`src/rtl/main_circuit_if.sv`:
```
// Operand/result bundle for main_circuit: qualified A..D in,
// registered terms, functions and event counters out.
interface main_circuit_if #(
    parameter int COUNT_W = 16
);
    logic               in_valid;
    logic               A;
    logic               B;
    logic               C;
    logic               D;
    logic               out_valid;
    logic               F1;
    logic               F2;
    logic [3:0]         T;
    logic [COUNT_W-1:0] f1_count;
    logic [COUNT_W-1:0] f2_count;

    modport master (
        output in_valid, A, B, C, D,
        input  out_valid, F1, F2, T, f1_count, f2_count
    );

    modport slave (
        input  in_valid, A, B, C, D,
        output out_valid, F1, F2, T, f1_count, f2_count
    );
endinterface

```
`src/rtl/main_circuit.sv`:
```
// Four-term logic core with registered F1/F2/T outputs and
// saturating counters of valid samples that assert F1/F2.
module main_circuit #(
    parameter int COUNT_W = 16
) (
    input  logic          clk,
    input  logic          rst,
    main_circuit_if.slave bus
);
    localparam logic [COUNT_W-1:0] CNT_MAX = '1;
    localparam logic [COUNT_W-1:0] CNT_ONE = COUNT_W'(1);

    logic [3:0]         t_now;
    logic               f1_now;
    logic               f2_now;

    logic [3:0]         t_d, t_q;
    logic               f1_d, f1_q;
    logic               f2_d, f2_q;
    logic               vld_d, vld_q;
    logic [COUNT_W-1:0] c1_d, c1_q;
    logic [COUNT_W-1:0] c2_d, c2_q;

    always_comb begin
        t_now[0] = bus.A & bus.B;
        t_now[1] = ~bus.A & bus.B;
        t_now[2] = bus.C ^ bus.D;
        t_now[3] = ~(bus.C | bus.D);
        f1_now   = t_now[0] | t_now[2];
        f2_now   = t_now[1] & t_now[3];
    end

    // Results only move on a valid sample; A..D are ignored otherwise.
    always_comb begin
        t_d   = t_q;
        f1_d  = f1_q;
        f2_d  = f2_q;
        c1_d  = c1_q;
        c2_d  = c2_q;
        vld_d = bus.in_valid;
        if (bus.in_valid) begin
            t_d  = t_now;
            f1_d = f1_now;
            f2_d = f2_now;
            if (f1_now && (c1_q != CNT_MAX)) begin
                c1_d = c1_q + CNT_ONE;
            end
            if (f2_now && (c2_q != CNT_MAX)) begin
                c2_d = c2_q + CNT_ONE;
            end
        end
    end

    always_ff @(posedge clk) begin
        if (rst) begin
            t_q   <= '0;
            f1_q  <= 1'b0;
            f2_q  <= 1'b0;
            vld_q <= 1'b0;
            c1_q  <= '0;
            c2_q  <= '0;
        end else begin
            t_q   <= t_d;
            f1_q  <= f1_d;
            f2_q  <= f2_d;
            vld_q <= vld_d;
            c1_q  <= c1_d;
            c2_q  <= c2_d;
        end
    end

    assign bus.out_valid = vld_q;
    assign bus.F1        = f1_q;
    assign bus.F2        = f2_q;
    assign bus.T         = t_q;
    assign bus.f1_count  = c1_q;
    assign bus.f2_count  = c2_q;
endmodule

```
`src/flat_wrapper.sv`:
```
// flat-port wrapper written by rule: the top's interface ports become plain ports
module main_circuit_flat 
#(
    parameter int COUNT_W = 16
)
  (clk, rst, bus_in_valid, bus_A, bus_B, bus_C, bus_D, bus_out_valid, bus_F1, bus_F2, bus_T, bus_f1_count, bus_f2_count);
  main_circuit_if #(.COUNT_W(COUNT_W)) bus_i ();
  input  logic clk;
  input  logic rst;
  input wire logic [$bits(bus_i.in_valid)-1:0] bus_in_valid;
  input wire logic [$bits(bus_i.A)-1:0] bus_A;
  input wire logic [$bits(bus_i.B)-1:0] bus_B;
  input wire logic [$bits(bus_i.C)-1:0] bus_C;
  input wire logic [$bits(bus_i.D)-1:0] bus_D;
  output wire logic [$bits(bus_i.out_valid)-1:0] bus_out_valid;
  output wire logic [$bits(bus_i.F1)-1:0] bus_F1;
  output wire logic [$bits(bus_i.F2)-1:0] bus_F2;
  output wire logic [$bits(bus_i.T)-1:0] bus_T;
  output wire logic [$bits(bus_i.f1_count)-1:0] bus_f1_count;
  output wire logic [$bits(bus_i.f2_count)-1:0] bus_f2_count;
  assign bus_i.in_valid = bus_in_valid;
  assign bus_i.A = bus_A;
  assign bus_i.B = bus_B;
  assign bus_i.C = bus_C;
  assign bus_i.D = bus_D;
  assign bus_out_valid = bus_i.out_valid;
  assign bus_F1 = bus_i.F1;
  assign bus_F2 = bus_i.F2;
  assign bus_T = bus_i.T;
  assign bus_f1_count = bus_i.f1_count;
  assign bus_f2_count = bus_i.f2_count;
  main_circuit #(.COUNT_W(COUNT_W)) u_core (.clk(clk), .rst(rst), .bus(bus_i));
endmodule
```
`config.mk`:
```
export PLATFORM = sky130hd
export DESIGN_NAME = main_circuit_flat
export DESIGN_NICKNAME = d
export VERILOG_FILES = /design/src/rtl/main_circuit_if.sv /design/src/rtl/main_circuit.sv /design/src/flat_wrapper.sv
export SDC_FILE = /design/constraint.sdc
export NUM_CORES = 1
export LEC_CHECK = 0
export CAP_MARGIN = 20
export CORE_AREA = 4 4 71 73
export CTS_BUF_LIST = sky130_fd_sc_hd__clkbuf_2
export CTS_CLUSTER_SIZE = 12
export DETAILED_ROUTE_END_ITERATION = 10
export DIE_AREA = 0 0 75 77
export HOLD_SLACK_MARGIN = 0.03
export PLACE_DENSITY = 0.76
export SYNTH_ARGS = -nofsm -noshare
export SYNTH_HDL_FRONTEND = slang
export SYNTH_SLANG_ARGS = --single-unit
```
`constraint.sdc`:
```
create_clock -name clk -period 1.6 [get_ports clk]
set_input_delay 0.16 -clock clk [delete_from_list [all_inputs] [get_ports clk]]
set_output_delay 0.16 -clock clk [all_outputs]
set_load 0.01 [all_outputs]
```
# == Word-level counts from Yosys, hierarchy flattened ==
# Index checks and enable logic that the tools add are counted.
# totals
register_bits,39
input_bits,7
output_inout_bits,39
elab_cells,22
# classes
addsub,2
eq_ne,2
n_bitwise,8
reduce_logical,4
# ops
operator,count
$add 16x1->16 const B,2
$ne 16x16->1 const B,2
$reduce_and 2->1,2
$and 1x1->1,3
$logic_and 1x1->1,2
$not 1->1,2
$or 1x1->1,2
$xor 1x1->1,1

# == Longest topological paths before layout ==
# depth
word_depth,5
mapped_depth,7
depth_no_buf,6

# == Least setup slack after synthesis ==
# No wires, ideal clock.
# synth_timing
kind,reg-to-reg
from,"register u_core.c2_q[0], in the netlist u_core.bus.f2_count[0]"
to,"register u_core.c2_q[12], in the netlist u_core.bus.f2_count[12]"
setup_ns,0.121
t_arrival_ns,1.599
required_ns,1.479
setup_slack_ns,-0.119
path_stages_with_launch,7
path_buffers,1
period_less_slack_ns,1.719
cell_sequence,dfxtp_1 > ha_1 > and3_1 > clkbuf_1 > nand2_1 > nor4_1 > mux2_2
# synth_between
elab_chain_cells,3
elab_cells_between_ends,4
classes_between,add/sub (1); eq/ne (1); reduce/logical (2)
# synth_lines
element,line_no,source
"start, declared",main_circuit.sv:22,"logic [COUNT_W-1:0] c2_d, c2_q;"
"start signal, assigned",main_circuit.sv:61,c2_q <= '0;
"start signal, assigned",main_circuit.sv:68,c2_q <= c2_d;
branches (longest 3 deep; another with $add 16x1->16),--,
# Several ways; the timed one is not identified.
# A chain may end at the register's enable or synchronous reset.

# == Worst setup path after layout ==
# layout_timing
from,"register u_core.c1_q[0], in the netlist u_core.bus.f1_count[0]"
to,"register u_core.c1_q[4], in the netlist u_core.bus.f1_count[4]"
# layout_between
elab_chain_cells,3
elab_cells_between_ends,4
classes_between,add/sub (1); eq/ne (1); reduce/logical (2)
# layout_lines
element,line_no,source
"start, declared",main_circuit.sv:21,"logic [COUNT_W-1:0] c1_d, c1_q;"
"start signal, assigned",main_circuit.sv:60,c1_q <= '0;
"start signal, assigned",main_circuit.sv:67,c1_q <= c1_d;
branches (longest 3 deep; another with $add 16x1->16),--,
# Several ways; the timed one is not identified.

==> metrics.txt <==
Clock Path Buffers 2; Worst-Skew Late Latency 0.39 ns; Setup WS pre-CTS -0.5231 ns; Synth area leaders dfxtp_1, a21oi_1, o31ai_1, or4_1, mux2_2; Hold Crit Class input port to flop; nets@finish 343; share of the synthesized area in the top cell type 0.3939; status complete, but fails checks; flop2flop setup slack -0.05 ns; worst slew pin tran 0.4245 ns; remaining global-route overflow 0; Pwr Density 504.1 nW/um^2; R2R Path Start u_core.bus.f1_count[0]; worst hold slack 0.4892 ns; Max Clk Rate 606.5 MHz; average wire per cell in the routed design 15.96 um; Vias/cell 5.834; final worst slack -0.04868 ns; starting density of the core 0.4552; critical path data required time 1.93 ns; Seq cells post-synth 39; Sink Count 39; CORE AREA 4354 um^2; top post-synthesis cells by count dfxtp_1, a21oi_1, nor2_1; Netlist Area Pre-Place 1982 um^2; Worst R2R Path Depth 6; Worst Setup End Kind flop; Cells after Synth 234; root buf cell clkbuf_2; slowest stage delay, CP 0.49 ns; maxcap violations 0; violated checks setup timing; Worst Setup EP u_core.bus.f1_count[4]; Routed Antenna Nets 0; Mapped Nets 244; antenna violations before repair 0; CTS tree yes; DR vias 2252; post-layout util 0.7325; antenna diode count 0; RR Endpoint u_core.bus.f1_count[4]; endpoints failing setup 6; placer congestion estimate 0.9376; Worst Path Buf+Inv 1; Startpoint Class flop; Pre-Repair DR Iteration Count 4; Leak 1.291 nW; CP arrival 1.98 ns; largest net degree at the start of global routing 41; top_reg_cell synth dfxtp_1; Peak VDD IR 0.2896 mV; vias in the first global route 2122; mean area per synthesized cell 8.470 um^2; async set or reset register ratio after synthesis 0; TritonCTS Buffers 5; fin. max-slew vios 0; total track usage 0.2098; number of synthesized flops with an enable pin 0; Tmin final 1.649 ns; area leader, netlist dfxtp_1; Synth warnings 0; final worst path period share 1.030; H-tree lvl count 2; I/O Pins 46; count of input and output buffers 45; sequential element share of the synthesized area 0.3939; dpl cells 365; Area Growth Syn to Fin 60.92%; first-pass GRT wire length 9.763 mm; CP Class flop to flop; Die Area 5775 um^2; Distinct cells, synth 36; power after layout 1.608 mW; CP delay by family, top simple AND/OR/NAND/NOR gates; CP Max Fanout 10; number of remaining DRC errors 0; RSZ-0062 raised after global routing true; Hold Buf Count CTS 0; WP depth 6; Worst Clk Skew 0.009660 ns; count leader, synth dfxtp_1; post-DP HPWL 3.997 mm; Die Height 77 um; Rel. slew slack 0.7159; share of cells above drive strength 1 0.4102; Cell Chain, Critical Path ha_4 > nand4_1 > nor4_2 > buf_4 > or4_1 > a21oi_1; chip width 75 um; final std cells w/o fill 386; Critical Path Slowest Stage Cell or4_1; CTS clock-pin slew for the worst setup and hold paths 0.20 ns; worst setup path startpoint u_core.bus.f1_count[0]; starting DRC count in detailed routing 123; row cnt 24; routed wire length 6.162 mm; Hold Fails Final Rpt 0
## layout make-up
cell class | instances | area [um^2]
multi-input combinational | 177 | 1308
sequential | 39 | 837.1
timing repair buffer | 103 | 913.4
inverter | 7 | 26.28
fill | 323 | 1165
tap | 52 | 65.06
clock buffer | 7 | 35.03
clock inverter | 1 | 5.005
## what timing repair did
action	CTS	global route
hold endpoints to repair	0	0
setup buffers	8	5
pin swaps	3	15
endpoints found under the setup margin	31	37
resized for setup	33	47
## state kept, by name, indices dropped and copies added, names as in the netlist
name	flops
u_core.bus.f1_count	16
u_core.bus.f2_count	16
u_core.bus.T	4
u_core.bus.F1	1
u_core.bus.F2	1
u_core.bus.out_valid	1
## metal layers
metal,global-route usage,up-vias,routed length [um]
met5,0,-,0
met4,0.08363,0,115
met3,0.03791,14,306
met2,0.3389,72,3095
met1,0.2701,1080,2644
li1,-,1086,-
## cell families after synthesis
kind of cell / count (synthesis) / synth area share
AO/OA/AOI/OAI: 53 / 0.1597
adder cells (fa/ha/maj): 3 / 0.01894
buffers and inverters: 18 / 0.03851
flip-flops: 39 / 0.3939
multiplexers: 10 / 0.05429
AND/OR/NAND/NOR: 111 / 0.3346
## per-stage QoR
stage | cell area (um^2) | TNS (ns)
finish | 3189 | -0.1045
global route | 3189 | -0.9276
detailed placement | 2846 | -11.52
CTS | 3010 | -0.09013
floorplan | 2034 | -0.03309
global placement | 2846 | -10.83
## where the power goes
group	internal (mW)	leakage, nW	switching (mW)	total (mW)
clock	0.119	0.0330	0.333	0.452
sequential	0.974	0.333	0.0115	0.986
combinational	0.0868	0.926	0.0830	0.170
total	1.18	1.29	0.427	1.61
## cell usage in the layout (no fill, tap or decap), drive strengths merged
cell type	netlist	final
a211oi	5	5
a21o	1	1
a21oi	26	26
a311o	1	1
a31oi	1	1
a41oi	2	2
and2	1	1
and3	2	2
and4	5	5
and4b	1	1
buf	4	58
clkbuf	7	7
clkdlybuf4s50	0	30
clkinv	0	1
dfxtp	39	39
dlygate4sd2	0	9
dlymetal6s2s	0	6
ha	3	3
inv	7	7
mux2	6	6
mux2i	4	4
nand2	14	14
nand2b	4	4
nand3	13	13
nand3b	1	1
nand4	13	13
nor2	17	17
nor2b	5	5
nor3	7	7
nor3b	2	2
nor4	9	9
o21ai	8	8
o31ai	9	9
or3	8	8
or4	9	9
## worst register-to-register path, cell delays in order, from the launching register on
cell	delay [ns]
dfxtp_4	0.41
ha_4	0.18
nand4_1	0.11
nor4_2	0.06
buf_4	0.17
or4_1	0.49
a21oi_1	0.18
## worst min path at each step
stage | start | cells past startpoint | slack (ns) | end
2_1_floorplan | bus_B | 2 | 0.32 | u_core.bus.T[1]
3_3_place_gp | u_core.bus.T[1] | 2 | 0.45 | u_core.bus.T[1]
3_5_place_dp | u_core.bus.F1 | 2 | 0.47 | u_core.bus.F1
4_1_cts | bus_A | 3 | 0.45 | u_core.bus.T[0]
5_1_grt | bus_B | 3 | 0.51 | u_core.bus.T[1]
6_report | bus_A | 3 | 0.49 | u_core.bus.T[0]
Note: power is estimated with default switching activity, not from simulation.
